==> src/rtl/csi2_test_pattern_src.sv <==
// rtl/csi2_test_pattern_src.sv - CSI-2 byte-domain test-pattern frame source (optional TPG_FRAME_CNT_EN).
// Emits FS, NUM_LINES RAW8 long packets of 64-bit beats, then FE, each behind the glue handshake.
module csi2_test_pattern_src #(
    parameter int NUM_PIXELS = 240,
    parameter int NUM_LINES  = 4,
    parameter int PIX_WIDTH  = 8,
    parameter int LINE_GAP   = 16,
    parameter int FRAME_GAP  = 256
) (
    input  logic        byte_clk_i,
    input  logic        reset_byte_n_i,
    input  logic        enable_i,
    input  logic [1:0]  pattern_sel_i,
    input  logic        c2d_ready_i,
    input  logic        txfr_en_i,
    output logic        txfr_req_o,
    output logic        fv_start_o,
    output logic        fv_end_o,
    output logic        byte_en_o,
    output logic [63:0] byte_data_o,
`ifdef TPG_FRAME_CNT_EN
    output logic        busy_o,
    output logic [15:0] frame_cnt_o
`else
    output logic        busy_o
`endif
);

    localparam int BEATS   = NUM_PIXELS * PIX_WIDTH / 64;
    localparam int BW      = (BEATS > 1) ? $clog2(BEATS) : 1;
    localparam int LW      = (NUM_LINES > 1) ? $clog2(NUM_LINES) : 1;
    localparam int GAP_MAX = (FRAME_GAP > LINE_GAP) ? FRAME_GAP : LINE_GAP;
    localparam int GW      = $clog2(GAP_MAX + 1);

    typedef enum logic [3:0] {
        S_IDLE, S_WAIT_C2D, S_REQ, S_WAIT_EN, S_SEND_FS,
        S_SEND_LINE, S_SEND_FE, S_WAIT_DONE, S_GAP
    } state_t;

    typedef enum logic [1:0] {K_FS, K_LINE, K_FE} kind_t;

    state_t          state, next_state;
    kind_t           kind;
    logic [LW-1:0]   line_cnt;
    logic [BW-1:0]   beat_cnt;
    logic [GW-1:0]   gap_cnt;
    logic [1:0]      pat_sel;
    logic [7:0]      frame_lsb;
    logic            last_beat;
    logic [BW-1:0]   next_beat;
    logic [63:0]     data_d;

    assign last_beat = (beat_cnt == BW'(BEATS - 1));

    function automatic logic [7:0] pix_val(input logic [1:0] sel, input int x,
                                           input logic [7:0] y, input logic [7:0] f);
        int bar;
        bar = (x * 8) / NUM_PIXELS;
        case (sel)
            2'd0:    pix_val = x[7:0];
            2'd1:    pix_val = y;
            2'd2:    pix_val = {bar[2:0], 5'd0};
            default: pix_val = x[7:0] + y + f;
        endcase
    endfunction

    always_ff @(posedge byte_clk_i or negedge reset_byte_n_i) begin
        if (!reset_byte_n_i) state <= S_IDLE;
        else                 state <= next_state;
    end

    always_comb begin
        next_state = state;
        case (state)
            S_IDLE:      if (enable_i) next_state = S_WAIT_C2D;
            S_WAIT_C2D:  if (c2d_ready_i) next_state = S_REQ;
            S_REQ:       next_state = S_WAIT_EN;
            S_WAIT_EN: begin
                if (txfr_en_i) begin
                    case (kind)
                        K_FS:    next_state = S_SEND_FS;
                        K_LINE:  next_state = S_SEND_LINE;
                        default: next_state = S_SEND_FE;
                    endcase
                end
            end
            S_SEND_FS:   next_state = S_WAIT_DONE;
            S_SEND_FE:   next_state = S_WAIT_DONE;
            S_SEND_LINE: if (last_beat) next_state = S_WAIT_DONE;
            S_WAIT_DONE: if (!txfr_en_i) next_state = S_GAP;
            S_GAP:       if (gap_cnt <= GW'(1)) next_state = (kind == K_FE) ? S_IDLE : S_WAIT_C2D;
            default:     next_state = S_IDLE;
        endcase
    end

    // Counters and packet-kind sequencing.
    always_ff @(posedge byte_clk_i or negedge reset_byte_n_i) begin
        if (!reset_byte_n_i) begin
            kind     <= K_FS;
            line_cnt <= '0;
            beat_cnt <= '0;
            gap_cnt  <= '0;
            pat_sel  <= 2'd0;
        end else begin
            case (state)
                S_IDLE: begin
                    if (enable_i) begin
                        pat_sel  <= pattern_sel_i;
                        kind     <= K_FS;
                        line_cnt <= '0;
                    end
                end
                S_SEND_LINE: beat_cnt <= last_beat ? '0 : beat_cnt + 1'b1;
                S_WAIT_DONE: begin
                    if (!txfr_en_i)
                        gap_cnt <= (kind == K_FE) ? GW'(FRAME_GAP) : GW'(LINE_GAP);
                end
                S_GAP: begin
                    if (gap_cnt != '0) gap_cnt <= gap_cnt - 1'b1;
                    if (gap_cnt <= GW'(1)) begin
                        case (kind)
                            K_FS: begin
                                kind     <= K_LINE;
                                line_cnt <= '0;
                            end
                            K_LINE: begin
                                if (line_cnt == LW'(NUM_LINES - 1)) kind <= K_FE;
                                else                                line_cnt <= line_cnt + 1'b1;
                            end
                            default: kind <= K_FS;
                        endcase
                    end
                end
                default: ;
            endcase
        end
    end

`ifdef TPG_FRAME_CNT_EN
    always_ff @(posedge byte_clk_i or negedge reset_byte_n_i) begin
        if (!reset_byte_n_i)         frame_cnt_o <= 16'd0;
        else if (state == S_SEND_FE) frame_cnt_o <= frame_cnt_o + 16'd1;
    end
    assign frame_lsb = frame_cnt_o[7:0];
`else
    assign frame_lsb = 8'd0;
`endif

    // Beat data is built for the beat the next state will present, so the
    // output register moves data and flags on the same edge as the state.
    always_comb begin
        next_beat = (state == S_SEND_LINE) ? beat_cnt + 1'b1 : '0;
        data_d    = 64'd0;
        for (int k = 0; k < 8; k++)
            data_d[8*k +: 8] = pix_val(pat_sel, 32'(next_beat) * 8 + k, 8'(line_cnt), frame_lsb);
    end

    always_ff @(posedge byte_clk_i or negedge reset_byte_n_i) begin
        if (!reset_byte_n_i) begin
            txfr_req_o  <= 1'b0;
            fv_start_o  <= 1'b0;
            fv_end_o    <= 1'b0;
            byte_en_o   <= 1'b0;
            byte_data_o <= 64'd0;
            busy_o      <= 1'b0;
        end else begin
            txfr_req_o  <= (next_state == S_REQ);
            fv_start_o  <= (next_state == S_SEND_FS);
            fv_end_o    <= (next_state == S_SEND_FE);
            byte_en_o   <= (next_state == S_SEND_LINE);
            byte_data_o <= (next_state == S_SEND_LINE) ? data_d : 64'd0;
            busy_o      <= (next_state != S_IDLE);
        end
    end

endmodule
==> config.mk <==
export PLATFORM = sky130hd
export DESIGN_NAME = csi2_test_pattern_src
export DESIGN_NICKNAME = d
export VERILOG_FILES = /design/src/rtl/csi2_test_pattern_src.sv
export SDC_FILE = /design/constraint.sdc
export NUM_CORES = 1
export LEC_CHECK = 0
export ABC_AREA = 1
export CORE_ASPECT_RATIO = 0.9
export CORE_MARGIN = 2
export CORE_UTILIZATION = 55
export CTS_CLUSTER_DIAMETER = 30
export DETAILED_ROUTE_END_ITERATION = 8
export HOLD_SLACK_MARGIN = 0.15
export PLACE_DENSITY_LB_ADDON = 0.3
export SLEW_MARGIN = 20
export SYNTH_ARGS = -nofsm -noshare
export SYNTH_HDL_FRONTEND = slang
export SYNTH_SLANG_ARGS = --single-unit
==> constraint.sdc <==
create_clock -name byte_clk_i -period 7.4 [get_ports byte_clk_i]
set_input_delay 1.48 -clock byte_clk_i [delete_from_list [all_inputs] [get_ports byte_clk_i]]
set_output_delay 1.48 -clock byte_clk_i [all_outputs]
set_load 0.01 [all_outputs]
; After elaboration in Yosys (flattened, before gate mapping)
; Index checks and enable logic that the tools add are counted.
[classes]
add_sub_neg = 18
n_mul = 0
n_div = 8
n_lt_le_gt_ge = 1
n_eq_ne = 25
n_shift = 0
n_mux = 33
bitwise = 0
n_reduce_logical = 12
[op_table]
columns = op, n
row1 = "divider 32 x 9 -> 32 bit, second input constant", 7
row2 = case mux 8 bit (3 select lines), 8
row3 = adder 8 x 2 -> 8 bit, 8
row4 = 2-to-1 mux 64 bit, 1
row5 = "adder 8 x 3 -> 9 bit, second input constant", 4
row6 = "divider 12 x 9 -> 32 bit, second input constant", 1
row7 = case mux 4 bit (8 select lines), 1
row8 = "equality test 4 x 3 -> 1 bit, second input constant", 7
row9 = 2-to-1 mux 9 bit, 3
row10 = 2-to-1 mux 4 bit, 6
row11 = case mux 2 bit (2 select lines), 5
row12 = "adder 8 x 2 -> 9 bit, second input constant", 2
row13 = case mux 9 bit (2 select lines), 1
row14 = "equality test 4 x 2 -> 1 bit, second input constant", 3
row15 = 2-to-1 mux 2 bit, 5
row16 = 2-to-1 mux 5 bit, 2
row17 = "adder 8 x 1 -> 9 bit, second input constant", 1
row18 = "<= comparator 9 x 1 -> 1 bit, second input constant", 1
row19 = nonzero test 9 bit, 1
row20 = "subtractor 9 x 1 -> 9 bit, second input constant", 1
row21 = "!= test 2 bit, second input constant", 4
row22 = "equality test 2 bit, second input constant", 3
row23 = "!= test 3 bit, second input constant", 2
row24 = "adder 5 x 1 -> 5 bit, second input constant", 1
row25 = other kinds (16), 19
[totals]
regBits = 93
latchBits = 0
mem_bits_rw = 0
romBits = 0
in_bits = 7
wordCells = 109
mem_count = 0

; Logic depth before layout (Yosys ltp)
[logic_depth]
depth_word = 6
ltp_mapped = 29

; Worst setup path before layout
; OpenSTA, ideal clock, no wires.
[synth_path]
kind = register to register
from = register beat_cnt[0]
to = register byte_data_o[21]
t_arrival_ps = 3362
t_required_ps = 7264
path_slack_ps = 3902
stages_incl_launch_ff = 29
path_cell_list = dfrtp_1 ha_1 inv_1 nand2_1 nand2_1 nand2_4 inv_2 ha_1 inv_1 nor2_4 nand2_2 nand2_1 nand2_2 ha_1 inv_1 nor2_1 nand3_1 nand4_2 inv_1 nand2_1 nand2_2 ha_1 inv_1 a21oi_1 o21ai_0 a21oi_1 nand2_1 nand2_1 a21oi_1
[synth_via]
elab_chain_cells = 6
[synth_lines]
columns = element, line_no
row1 = start: declaration, 45  ; logic [BW-1:0] beat_cnt;
row2 = start signal: assignment, 113  ; S_SEND_LINE: beat_cnt <= last_beat ? '0 : beat_cnt + 1'b1;
row3 = adder 5 x 1 -> 5 bit, 152  ; next_beat = (state == S_SEND_LINE) ? beat_cnt + 1'b1 : '0;
row4 = 2-to-1 mux 5 bit, 152
row5 = adder 8 x 2 -> 9 bit, 155  ; data_d[8*k +: 8] = pix_val(pat_sel, 32'(next_beat) * 8 + k, 8'(line_cnt), frame_lsb);
row6 = divider 32 x 9 -> 32 bit / adder 8 x 2 -> 8 bit (equally long branches), "58, 63"
row7 = case mux 8 bit (3 select lines), 59  ; case (sel)
row8 = 2-to-1 mux 64 bit (*), 171  ; byte_data_o <= (next_state == S_SEND_LINE) ? data_d : 64'd0;
row9 = end signal: assignment, 171
row10 = end: declaration, 20  ; output logic [63:0] byte_data_o,
; Every way passes the cells marked *; elsewhere a longest branch is shown, timed or not.
; A chain may end at the register's enable or synchronous reset.

; Worst setup path in the final report
; Ends and elaborated chain as after synthesis.

==> run metrics <==
status finished, final reports clean; diode count 0; FF-to-FF path depth 28; Area Growth Syn to Fin 19.4%; RSZ-0062 raised after global routing no; Fin. Hold Viols 0; reg-to-reg setup timing slack around 3200 ps; Via-to-Cell Ratio about 5.6; post-synth design cell area 4590 um2; row cnt 31; All-Layer GR Usage a little over a quarter; Worst R2R Start beat_cnt[0]; Final ANT Viol Nets 0; worst hold margin between 400 and 500 ps; crit-path max FO 8; port bufs 74; Synth cell types 46; Layout Skew between 10 and 15 ps; Via Count between 4,000 and 5,000; post-synthesis sequential area ratio between 30% and 40%; CP dominant cell by count nand2_1; main area contributors after synthesis dfrtp_1, nand2_1, inv_1; Mapped Avg Cell Area about 7.5 um2; CTS sink cnt 72; headroom to the max-slew limit between 40% and 50%; minimum clock period roughly 4200 ps; gpl congestion between 0.9 and 1; layout cells sized above 1 ~8.6%; Worst-path clk slew 80 ps; TritonRoute pass-1 iters 7; DRC viols 0; post-cts resize count 0; first-pass GRT wire length approximately 19,000 um; top post-synthesis cells by count nand2_1, inv_1, dfrtp_1; P per Cell Area approximately 330 nW/um2; post-synth top area share ~39%; DIE AREA ~9100 um2; DR iter-0 viols 373; Finish-stage setup viols 0; crit path capture byte_data_o[21]; Yosys top cell by area dfrtp_1; Initial Util between 50% and 60%; Routed Wire Length around 11,000 um; CTS H-Tree Depth 3; final worst-path cycle share between 50% and 60%; HP Class flop to flop; synthesized flop and latch total slightly above 70; CTS Buffer Depth 2; setup tns final 0 ps; largest net degree at the start of global routing 73; WL/cell ~15 um; GRT overflow 0; core region area between 8000 and 9000 um2; CTS Buf Count 9; Max stage delay on crit path 470 ps; VDD IR max ~250 uV; YS warnings 0; Slew Limit Fails 0; Max-Cap Viols 0; CTS Root Cell clkbuf_8; CTS Hold Buffers Added 0; Worst Max-Slew Pin Slew roughly 860 ps; post-CTS setup buffers 0; Async SR Flop Fraction 100%; Critical Path AT approximately 4400 ps; CTS tree built; cell count after synthesis 610; Die H roughly 91 um; antenna violations before repair 0; startpoint types flop; CP Capture Type flop; Post-Syn Nets 637; CP Class flop to flop; IO Count 76; Achievable Freq 0.239 GHz; worst r2r dst byte_data_o[21]; Final Net Count roughly 700; Final HPWL DP between 8000 and 9000 um; most frequent cell after synthesis nand2_1; static leakage between 2 and 3 nW; Worst Path Required ~7600 ps; ys flop type dfrtp_1; Die Width roughly 100 um; number of synthesized flops with an enable pin 0; Worst Setup SP beat_cnt[0]; via count of the first global-routing pass between 4,000 and 5,000; worst skew pair latency roughly 350 ps; Crit-path slowest cell dfrtp_1
## per-layer routing
layer / GRT usage, % / up-vias / wire length (um)
met5: 0 / - / 0
met1: 35.6 / 1999 / 5000
met4: 8.22 / 0 / 173
met3: 5.03 / 19 / 893
met2: 42.8 / 201 / 5180
li1: - / 2092 / -
## through the flow
| step | setup slack [ps] | power, mW | area, um2 | util, % | instances |
|---|---|---|---|---|---|
| 6_report | 3210 | 1.79 | 5480 | 67.9 | 772 |
| 5_1_grt | 2770 | 1.93 | 5480 | 67.9 | 772 |
| 4_1_cts | 3300 | 1.79 | 5480 | 67.9 | 772 |
| 3_5_place_dp | 3080 | 1.44 | 5260 | 65.2 | 756 |
| 3_3_place_gp | 3240 | 1.42 | 5260 | 65.2 | 756 |
| 2_1_floorplan | 3900 | 1.16 | 4590 | - | 610 |
## cells in the final DEF (no fill, tap or decap), types with 3 or more instances in the layout
cell type	instances
dfrtp_1	72
nand2_2	7
nand4_1	10
clkdlybuf4s50_1	73
nor3_1	19
inv_2	8
o21ai_0	33
nand2_4	3
o22ai_1	5
o21ai_1	4
ha_1	20
nand3_4	3
o31ai_1	3
nand3_2	6
nor2_2	7
nand2_1	132
clkbuf_8	9
nor2_1	66
nand3_1	32
inv_1	78
a21oi_1	42
## area by class of cell
type / count / area (um2)
Clock buffer: 10 / 128
Fill cell: 633 / 2590
Tap cell: 99 / 124
Multi-Input combinational cell: 422 / 2260
Inverter: 88 / 330
Timing Repair Buffer: 75 / 743
Clock inverter: 6 / 92.6
Sequential cell: 72 / 1800
## worst min path at each step
stage / from / endpoint / cells after the start
final: gap_cnt[6] / gap_cnt[6] / 1
after global routing: gap_cnt[6] / gap_cnt[6] / 1
after CTS: gap_cnt[6] / gap_cnt[6] / 1
after detailed placement: gap_cnt[6] / gap_cnt[6] / 1
after global placement: gap_cnt[6] / gap_cnt[6] / 1
after floorplan: gap_cnt[6] / gap_cnt[6] / 1
## cells by family after synthesis
logic type	Yosys count	share of synthesized area, %
AOI/OAI and AO/OA	101	12.4
buffers and inverters	116	11.5
and+or+nand+nor	297	30.7
DFF	72	39.2
adders and majority gates	20	5.45
xor gates and xnor gates	3	0.572
other	1	0.0817
## power by group
group	internal [mW]	total [mW]	switching, mW
Combinational	0.320	0.866	0.546
Clock	0.192	0.344	0.152
Sequential	0.503	0.583	0.0800
## critical path: cells and delay by family (launching register included)
family          cells  cell delay (ps)
flops               1              470
simple gates       14             1530
fa+ha+maj           4              940
compound gates      4              440
buf+inv             6              680
## flip-flops by register name, indices dropped and copies added (netlist names)
signal,flops
byte_data_o,43
kind,2
pat_sel,2
line_cnt,2
byte_en_o,1
txfr_req_o,1
gap_cnt,9
fv_end_o,1
busy_o,1
beat_cnt,5
fv_start_o,1
state,4
(Power assumes the default switching activity.)
